==> config.mk <==
export PLATFORM = sky130hd
export DESIGN_NAME = button_gesture
export DESIGN_NICKNAME = d
export VERILOG_FILES = /design/src/rtl/button_gesture.sv
export SDC_FILE = /design/constraint.sdc
export NUM_CORES = 1
export LEC_CHECK = 0
export CORE_ASPECT_RATIO = 0.5
export CORE_UTILIZATION = 55
export DETAILED_ROUTE_END_ITERATION = 16
export GPL_TIMING_DRIVEN = 0
export PLACE_DENSITY_LB_ADDON = 0.25
export SLEW_MARGIN = 15
export SYNTH_ARGS = -nofsm -noshare
export SYNTH_HDL_FRONTEND = slang
export SYNTH_SLANG_ARGS = --single-unit
==> constraint.sdc <==
create_clock -name clk -period 2.7 [get_ports clk]
set_input_delay 0.405 -clock clk [delete_from_list [all_inputs] [get_ports clk]]
set_output_delay 0.405 -clock clk [all_outputs]
set_load 0.05 [all_outputs]
==> src/rtl/button_gesture.sv <==
// Per-button gesture classifier: turns debounced press/release edges into one-cycle
// click, double-click, long-press and hold-repeat pulses.
module button_gesture #(
    parameter int unsigned LONG_TICKS   = 12000000,
    parameter int unsigned GAP_TICKS    = 3000000,
    parameter int unsigned REPEAT_TICKS = 6000000
) (
    input  logic clk,
    input  logic rst_n,
    input  logic btn_level,
    input  logic btn_rise,
    input  logic btn_fall,
    output logic click,
    output logic double_click,
    output logic long_press,
    output logic hold_repeat,
    output logic busy
);

    localparam int unsigned MaxLg    = (LONG_TICKS > GAP_TICKS) ? LONG_TICKS : GAP_TICKS;
    localparam int unsigned MaxTicks = (MaxLg > REPEAT_TICKS) ? MaxLg : REPEAT_TICKS;
    localparam int unsigned CntW     = $clog2(MaxTicks + 1);
    localparam bit          RepEn    = (REPEAT_TICKS != 0);

    localparam logic [CntW-1:0] LongTerm = CntW'(LONG_TICKS - 1);
    localparam logic [CntW-1:0] GapTerm  = CntW'(GAP_TICKS - 1);
    localparam logic [CntW-1:0] RepTerm  = CntW'((REPEAT_TICKS == 0) ? 0 : REPEAT_TICKS - 1);
    localparam logic [CntW-1:0] CntMax   = '1;

    typedef enum logic [2:0] {
        StIdle,
        StPress1,
        StWait2,
        StLong,
        StIgnore
    } state_e;

    state_e          state_q, state_d;
    logic [CntW-1:0] cnt_q, cnt_d;
    logic            click_q, click_d;
    logic            dbl_q, dbl_d;
    logic            long_q, long_d;
    logic            rep_q, rep_d;
    logic            rise, fall, timed;

    // Coincident rise and fall cancel each other out.
    assign rise = btn_rise & ~btn_fall;
    assign fall = btn_fall & ~btn_rise;

    always_comb begin
        state_d = state_q;
        click_d = 1'b0;
        dbl_d   = 1'b0;
        long_d  = 1'b0;
        rep_d   = 1'b0;
        unique case (state_q)
            StIdle: begin
                if (rise) begin
                    state_d = StPress1;
                end else if (btn_level) begin
                    state_d = StIgnore;
                end
            end
            StPress1: begin
                if (fall) begin
                    state_d = StWait2;
                end else if (cnt_q == LongTerm) begin
                    state_d = StLong;
                    long_d  = 1'b1;
                end
            end
            StWait2: begin
                if (rise) begin
                    state_d = StIgnore;
                    dbl_d   = 1'b1;
                end else if (cnt_q == GapTerm) begin
                    state_d = StIdle;
                    click_d = 1'b1;
                end
            end
            StLong: begin
                if (fall) begin
                    state_d = StIdle;
                end else if (RepEn && (cnt_q == RepTerm)) begin
                    rep_d = 1'b1;
                end
            end
            StIgnore: begin
                if (fall || !btn_level) begin
                    state_d = StIdle;
                end
            end
            default: state_d = StIdle;
        endcase
    end

    // Counter restarts on any state change or repeat; saturates so LONG without repeat never wraps.
    always_comb begin
        timed = (state_q == StPress1) || (state_q == StWait2) || (state_q == StLong);
        cnt_d = cnt_q;
        if ((state_d != state_q) || rep_d || !timed) begin
            cnt_d = '0;
        end else if (cnt_q != CntMax) begin
            cnt_d = cnt_q + CntW'(1);
        end
    end

    always_ff @(posedge clk or negedge rst_n) begin
        if (!rst_n) begin
            state_q <= StIdle;
            cnt_q   <= '0;
            click_q <= 1'b0;
            dbl_q   <= 1'b0;
            long_q  <= 1'b0;
            rep_q   <= 1'b0;
        end else begin
            state_q <= state_d;
            cnt_q   <= cnt_d;
            click_q <= click_d;
            dbl_q   <= dbl_d;
            long_q  <= long_d;
            rep_q   <= rep_d;
        end
    end

    assign click        = click_q;
    assign double_click = dbl_q;
    assign long_press   = long_q;
    assign hold_repeat  = rep_q;
    assign busy         = (state_q != StIdle);

endmodule

After elaboration in Yosys (flattened, before gate mapping)
Index checks and enable logic that the tools add are counted.
W data, S select, Z words.

operators by class
  bitwise gates (word level) = 4
  equality and inequality tests = 9
  add/sub/neg operators = 1
  multiplexer cells = 22
  reduce and logical (&&, ||, !) cells = 10

operators by type and width
  cell                     number
  $mux W24                 2
  $add A24 B1 Y24 const B  1
  $eq A24 B22 Y1 const B   1
  $eq A24 B23 Y1 const B   1
  $eq A24 B24 Y1 const B   1
  $mux W3                  8
  $ne A24 B24 Y1 const B   1
  $pmux W3 S5              1
  $mux W1                  11
  $eq A3 B2 Y1 const B     2
  $logic_or A1 B1 Y1       5
  $eq A3 B1 Y1 const B     1
  $eq A3 B3 Y1 const B     1
  $logic_not A3 Y1         1
  $ne A3 B3 Y1             1
  $reduce_bool A3 Y1       1
  $and A1 B1 Y1            2
  $logic_not A1 Y1         2
  $not A1 Y1               2
  $reduce_bool A2 Y1       1

storage, ports and cells
  register bits = 31
  input bits = 5
  output and inout bits = 5
  word-level logic and storage cells = 52

Depth between registers and ports, before layout
  depth after elaboration = 9
  depth in mapped cells = 8
  mapped depth without buffers = 6

Worst setup path after synthesis
No wires, ideal clock.

  path kind = reg2reg
  start = register cnt_q[7]
  end = register cnt_q[19]
  data arrival time = 1877 ps
  cell stages (with the launch flop) = 8
  library setup time = 130 ps
  clock period less this slack = 2006 ps
  path buffers = 2
  slack = 694 ps
  required time = 2570 ps
  cell sequence = dfrtp_1 buf_6 or4b_1 nor4_1 a32oi_1 o211ai_2 buf_6 a21oi_1

on the way
  word-level cells in the longest chain between the ends = 8
  elaborated cells on any way between the ends = 19
  those cells by class = 1 x add/sub; 5 x eq/ne; 10 x mux; 3 x reduce/logical

RTL lines
  item                                                     RTL line  text
  start, declared                                          39        logic [CntW-1:0] cnt_q, cnt_d;
  start signal, assigned                                   118       cnt_q <= cnt_d;
  $eq A24 B22 Y1 / $eq A24 B24 Y1 (equally long branches)  76, 67
  $mux W3, on equally long branches                        76, 67
  $mux W3, on equally long branches                        73, 65
  $pmux W3 S5                                              56        unique case (state_q)
  $ne A3 B3 Y1                                             101       if ((state_d != state_q) || rep_d || !timed) begin
  $logic_or A1 B1 Y1 (2 in a row)                          101
  $mux W24 / $reduce_bool A2 Y1 (equally long branches)    n/a

Parallel ways exist; a longest one is shown, timed or not. The select of a mux whose other input is x is not followed.
A chain may end at the register's enable or synchronous reset.

Final worst setup path
  start = register state_q[0]
  end = output port busy

on the way
  word-level cells in the longest chain between the ends = 1

RTL lines
  item                    RTL line  text
  start, declared         38        state_e state_q, state_d;
  start signal, assigned  110       state_q <= StIdle;
  start signal, assigned  117       state_q <= state_d;
  $reduce_bool A3 Y1      130       assign busy = (state_q != StIdle);
  end, declared           17        output logic busy

Every way passes these cells.

==> reports/qor.csv <==
stage,metric,value,unit
clock_network,Longest Clk Path Bufs,2,
drt,M1 wire length,2140,um
sta,final setup TNS,0,ps
floorplan,Core Region,3190,um2
power,Leak Pwr,0.807,nW
drt,highest metal used,met4,
critical_path,kind of cell adding the most delay to the critical path,buffers and inverters,
critical_path,crit path buf inv count,2,
sta,final hold vios,0,
drt,Routed Antenna Nets,0,
critical_path,critical path's largest stage delay,700,ps
logic_synthesis,synth top area cells,"dfrtp_1 (40%), nor2_1 (5.8%), xor2_1 (3.6%)",
sta,worst hold margin,167,ps
critical_path,Worst setup EP type,primary output,
sta,post-layout min period,2330,ps
power,worst vdd ir,254,uV
sta,final setup skew,4.77,ps
sta,Slew headroom,53.0,%
drt,DRC,0,
sta,unrepaired setup endpoints after global routing,no,
critical_path,Critical Path RT,2300,ps
critical_path,r2r startpoint,cnt_q[21]$_DFFE_PN0P_,
flow_run,maxcap violations,0,
floorplan,Die Area,3800,um2
critical_path,Reg-to-Reg End,cnt_q[12]$_DFFE_PN0P_,
clock_network,Post-CTS Setup Bufs,0,
critical_path,FF-to-FF setup slack,420,ps
critical_path,CP Max Fanout,10,
floorplan,Chip Width,86.2,um
critical_path,startpoint types,register,
floorplan,Starting Density,61.1,%
clock_network,clock buffer count from CTS,5,
clock_network,TritonCTS clock tree,built,
clock_network,"Clk Latency, worst-skew pair",280,ps
floorplan,I/O Pins,10,
logic_synthesis,ys flop type,dfrtp_1,
critical_path,WP data arrival,1920,ps
logic_synthesis,syn_nets,222,
logic_synthesis,"EDFF count, synth",0,
sta,Final Max Tran Viols,0,
floorplan,site row count,14,
min_path,Hold Crit Class,input pin to asynchronous set/reset pin,
logic_synthesis,Mapped Area,1950,um2
logic_synthesis,unique cell type count in the Yosys netlist,53,
floorplan,chip height,44.1,um
clock_network,Clock transition at path regs,60,ps
drt,metal2 WL,1930,um
global_route,first-pass GRT wire length,7580,um
drt,via count,1760,
outcome,status,finished clean,
placed_design,Port Buf Inserts,9,
final_layout,Layout area overhead,11.2,%
critical_path,number of cells on the critical path,3,
sta,slew of the pin with the lowest slew margin,705,ps
critical_path,kind of critical path,register to primary output,
drt,Detailed Routing Iterations Pass 1,5,
logic_synthesis,Synth Register Bits,31,
final_layout,n_diodes,0,
sta,crit share post-route,86.2,%
sta,Setup Viol. Count Final,0,
clock_network,CTS Hold Bufs,0,
clock_network,clock sink total,31,
logic_synthesis,Mapped Avg Cell Area,9.02,um2
final_layout,Final nets,238,
critical_path,critical path startpoint,state_q[0]$_DFF_PN0_,
final_layout,Reg area,776,um2
global_route,GR Overflow Total,0,
critical_path,critical path cell sequence,"clkbuf_1, or3_1, clkdlybuf4s50_1",
clock_network,clk root buf,clkbuf_8,
drt,vias per inst,6.31,
final_layout,layout cell share with drive strength beyond 1,12.6,%
logic_synthesis,sequential share of the synthesized area,39.8,%
placed_design,HPWL after DPL,3200,um
clock_network,H-tree levels,2,
final_layout,Multi-input gate area,1040,um2
power,total power,0.00115,W
logic_synthesis,synth warn,0,
global_route,gr usage total,27.0,%
clock_network,post-CTS sizing,0,
logic_synthesis,top-area cell type share of the netlist area,39.8,%
drt,Routed met3 length,505,um
logic_synthesis,cell taking the most area after synthesis,dfrtp_1,
final_layout,Finished Core Util,67.9,%
logic_synthesis,ys async rst share,100,%
global_route,largest net degree at the start of global routing,32,
global_route,vias in the first global route,1521,
placed_design,RePlAce Congestion,0.945,
drt,DRT iter0 DRCs,234,
power,PwrDens,530,nW/um2
drt,routed length per instance,16.6,um
critical_path,R2R cell count,6,
sta,max frequency,430,MHz
drt,final WL,4630,um
logic_synthesis,cells after synthesis,216,
final_layout,fill cell count,270,
global_route,initial antenna violation count,0,
critical_path,CP max-delay cell,clkdlybuf4s50_1,
critical_path,Worst Setup EP,busy,
[cell type report]
class / count / area share, %
plain buffers: 15 / 5.55
clock buffers: 6 / 3.35
inverters: 4 / 0.693
multi-input cells: 166 / 47.9
flip-flops and latches: 31 / 35.8
well taps: 48 / 2.77
repair buffers: 9 / 3.93
[kinds of logic after synthesis]
| group | Yosys count | share of synthesized area [%] |
|---|---|---|
| fa+ha+maj | 1 | 0.642 |
| xor+xnor | 12 | 5.39 |
| flops | 31 | 39.8 |
| mux | 2 | 1.03 |
| buf+inv | 19 | 6.94 |
| compound gates | 41 | 14.6 |
| simple gates | 110 | 31.5 |
[cells in the final DEF, fill, tap and decap left out, types with 3 or more instances in the layout]
| master | count |
|---|---|
| dfrtp_1 | 31 |
| nor2_1 | 30 |
| a21oi_1 | 11 |
| nand3_1 | 10 |
| nand4_1 | 9 |
| nand2_1 | 9 |
| nor3_1 | 8 |
| xor2_1 | 8 |
| clkdlybuf4s50_1 | 8 |
| clkbuf_8 | 7 |
| or3_1 | 6 |
| and3_1 | 6 |
| clkbuf_1 | 5 |
| nor4_1 | 5 |
| a211oi_1 | 5 |
| inv_1 | 4 |
| a31oi_1 | 4 |
| buf_6 | 4 |
| xnor2_1 | 4 |
| o31ai_1 | 4 |
| nand2b_1 | 3 |
| buf_4 | 3 |
| buf_2 | 3 |
| or2_2 | 3 |
| o21ai_0 | 3 |
[metrics by stage]
stage	std cells	cell area, um2	worst slack, ps
after floorplan	216	1950	694
after global placement	273	2100	512
after detailed placement	273	2090	457
after CTS	279	2170	374
after global routing	279	2170	264
final	279	2170	372
[flip-flops by register name (all words and copies together), names as in the netlist]
name / flops
click: 1
state_q: 3
long_press: 1
hold_repeat: 1
cnt_q: 24
double_click: 1
[power breakdown]
group / switching (W) / total, W / internal [W]
Sequential: 0.0000332 / 0.000525 / 0.000492
Combinational: 0.000184 / 0.000289 / 0.000106
Clock: 0.000162 / 0.000333 / 0.000171
Total: 0.000378 / 0.00115 / 0.000769
[metal layers]
layer  vias up  global-route usage (%)
li1        829                       -
met1       827                    40.0
met2        95                    38.4
met3         9                    9.14
met4         0                    6.00
met5         -                       0
[cell usage after synthesis (5+ instances only)]
cell type / number
xor2_1: 8
nor3_1: 8
nand4_1: 9
a211oi_1: 5
nor2_1: 30
or3_1: 6
nand3_1: 10
nand2_1: 9
nor4_1: 5
dfrtp_1: 31
a21oi_1: 11
and3_1: 6
[how the worst min path moves through the flow]
stage | endpoint | slack [ps] | cells after the start
floorplan | click$_DFF_PN0_ | 110 | 0
global placement | cnt_q[1]$_DFFE_PN0P_ | 550 | 2
detailed placement | double_click$_DFF_PN0_ | 500 | 1
CTS | double_click$_DFF_PN0_ | 210 | 1
global route | double_click$_DFF_PN0_ | 220 | 1
finish | cnt_q[21]$_DFFE_PN0P_ | 170 | 1
Note: power is estimated with default switching activity, not from simulation.
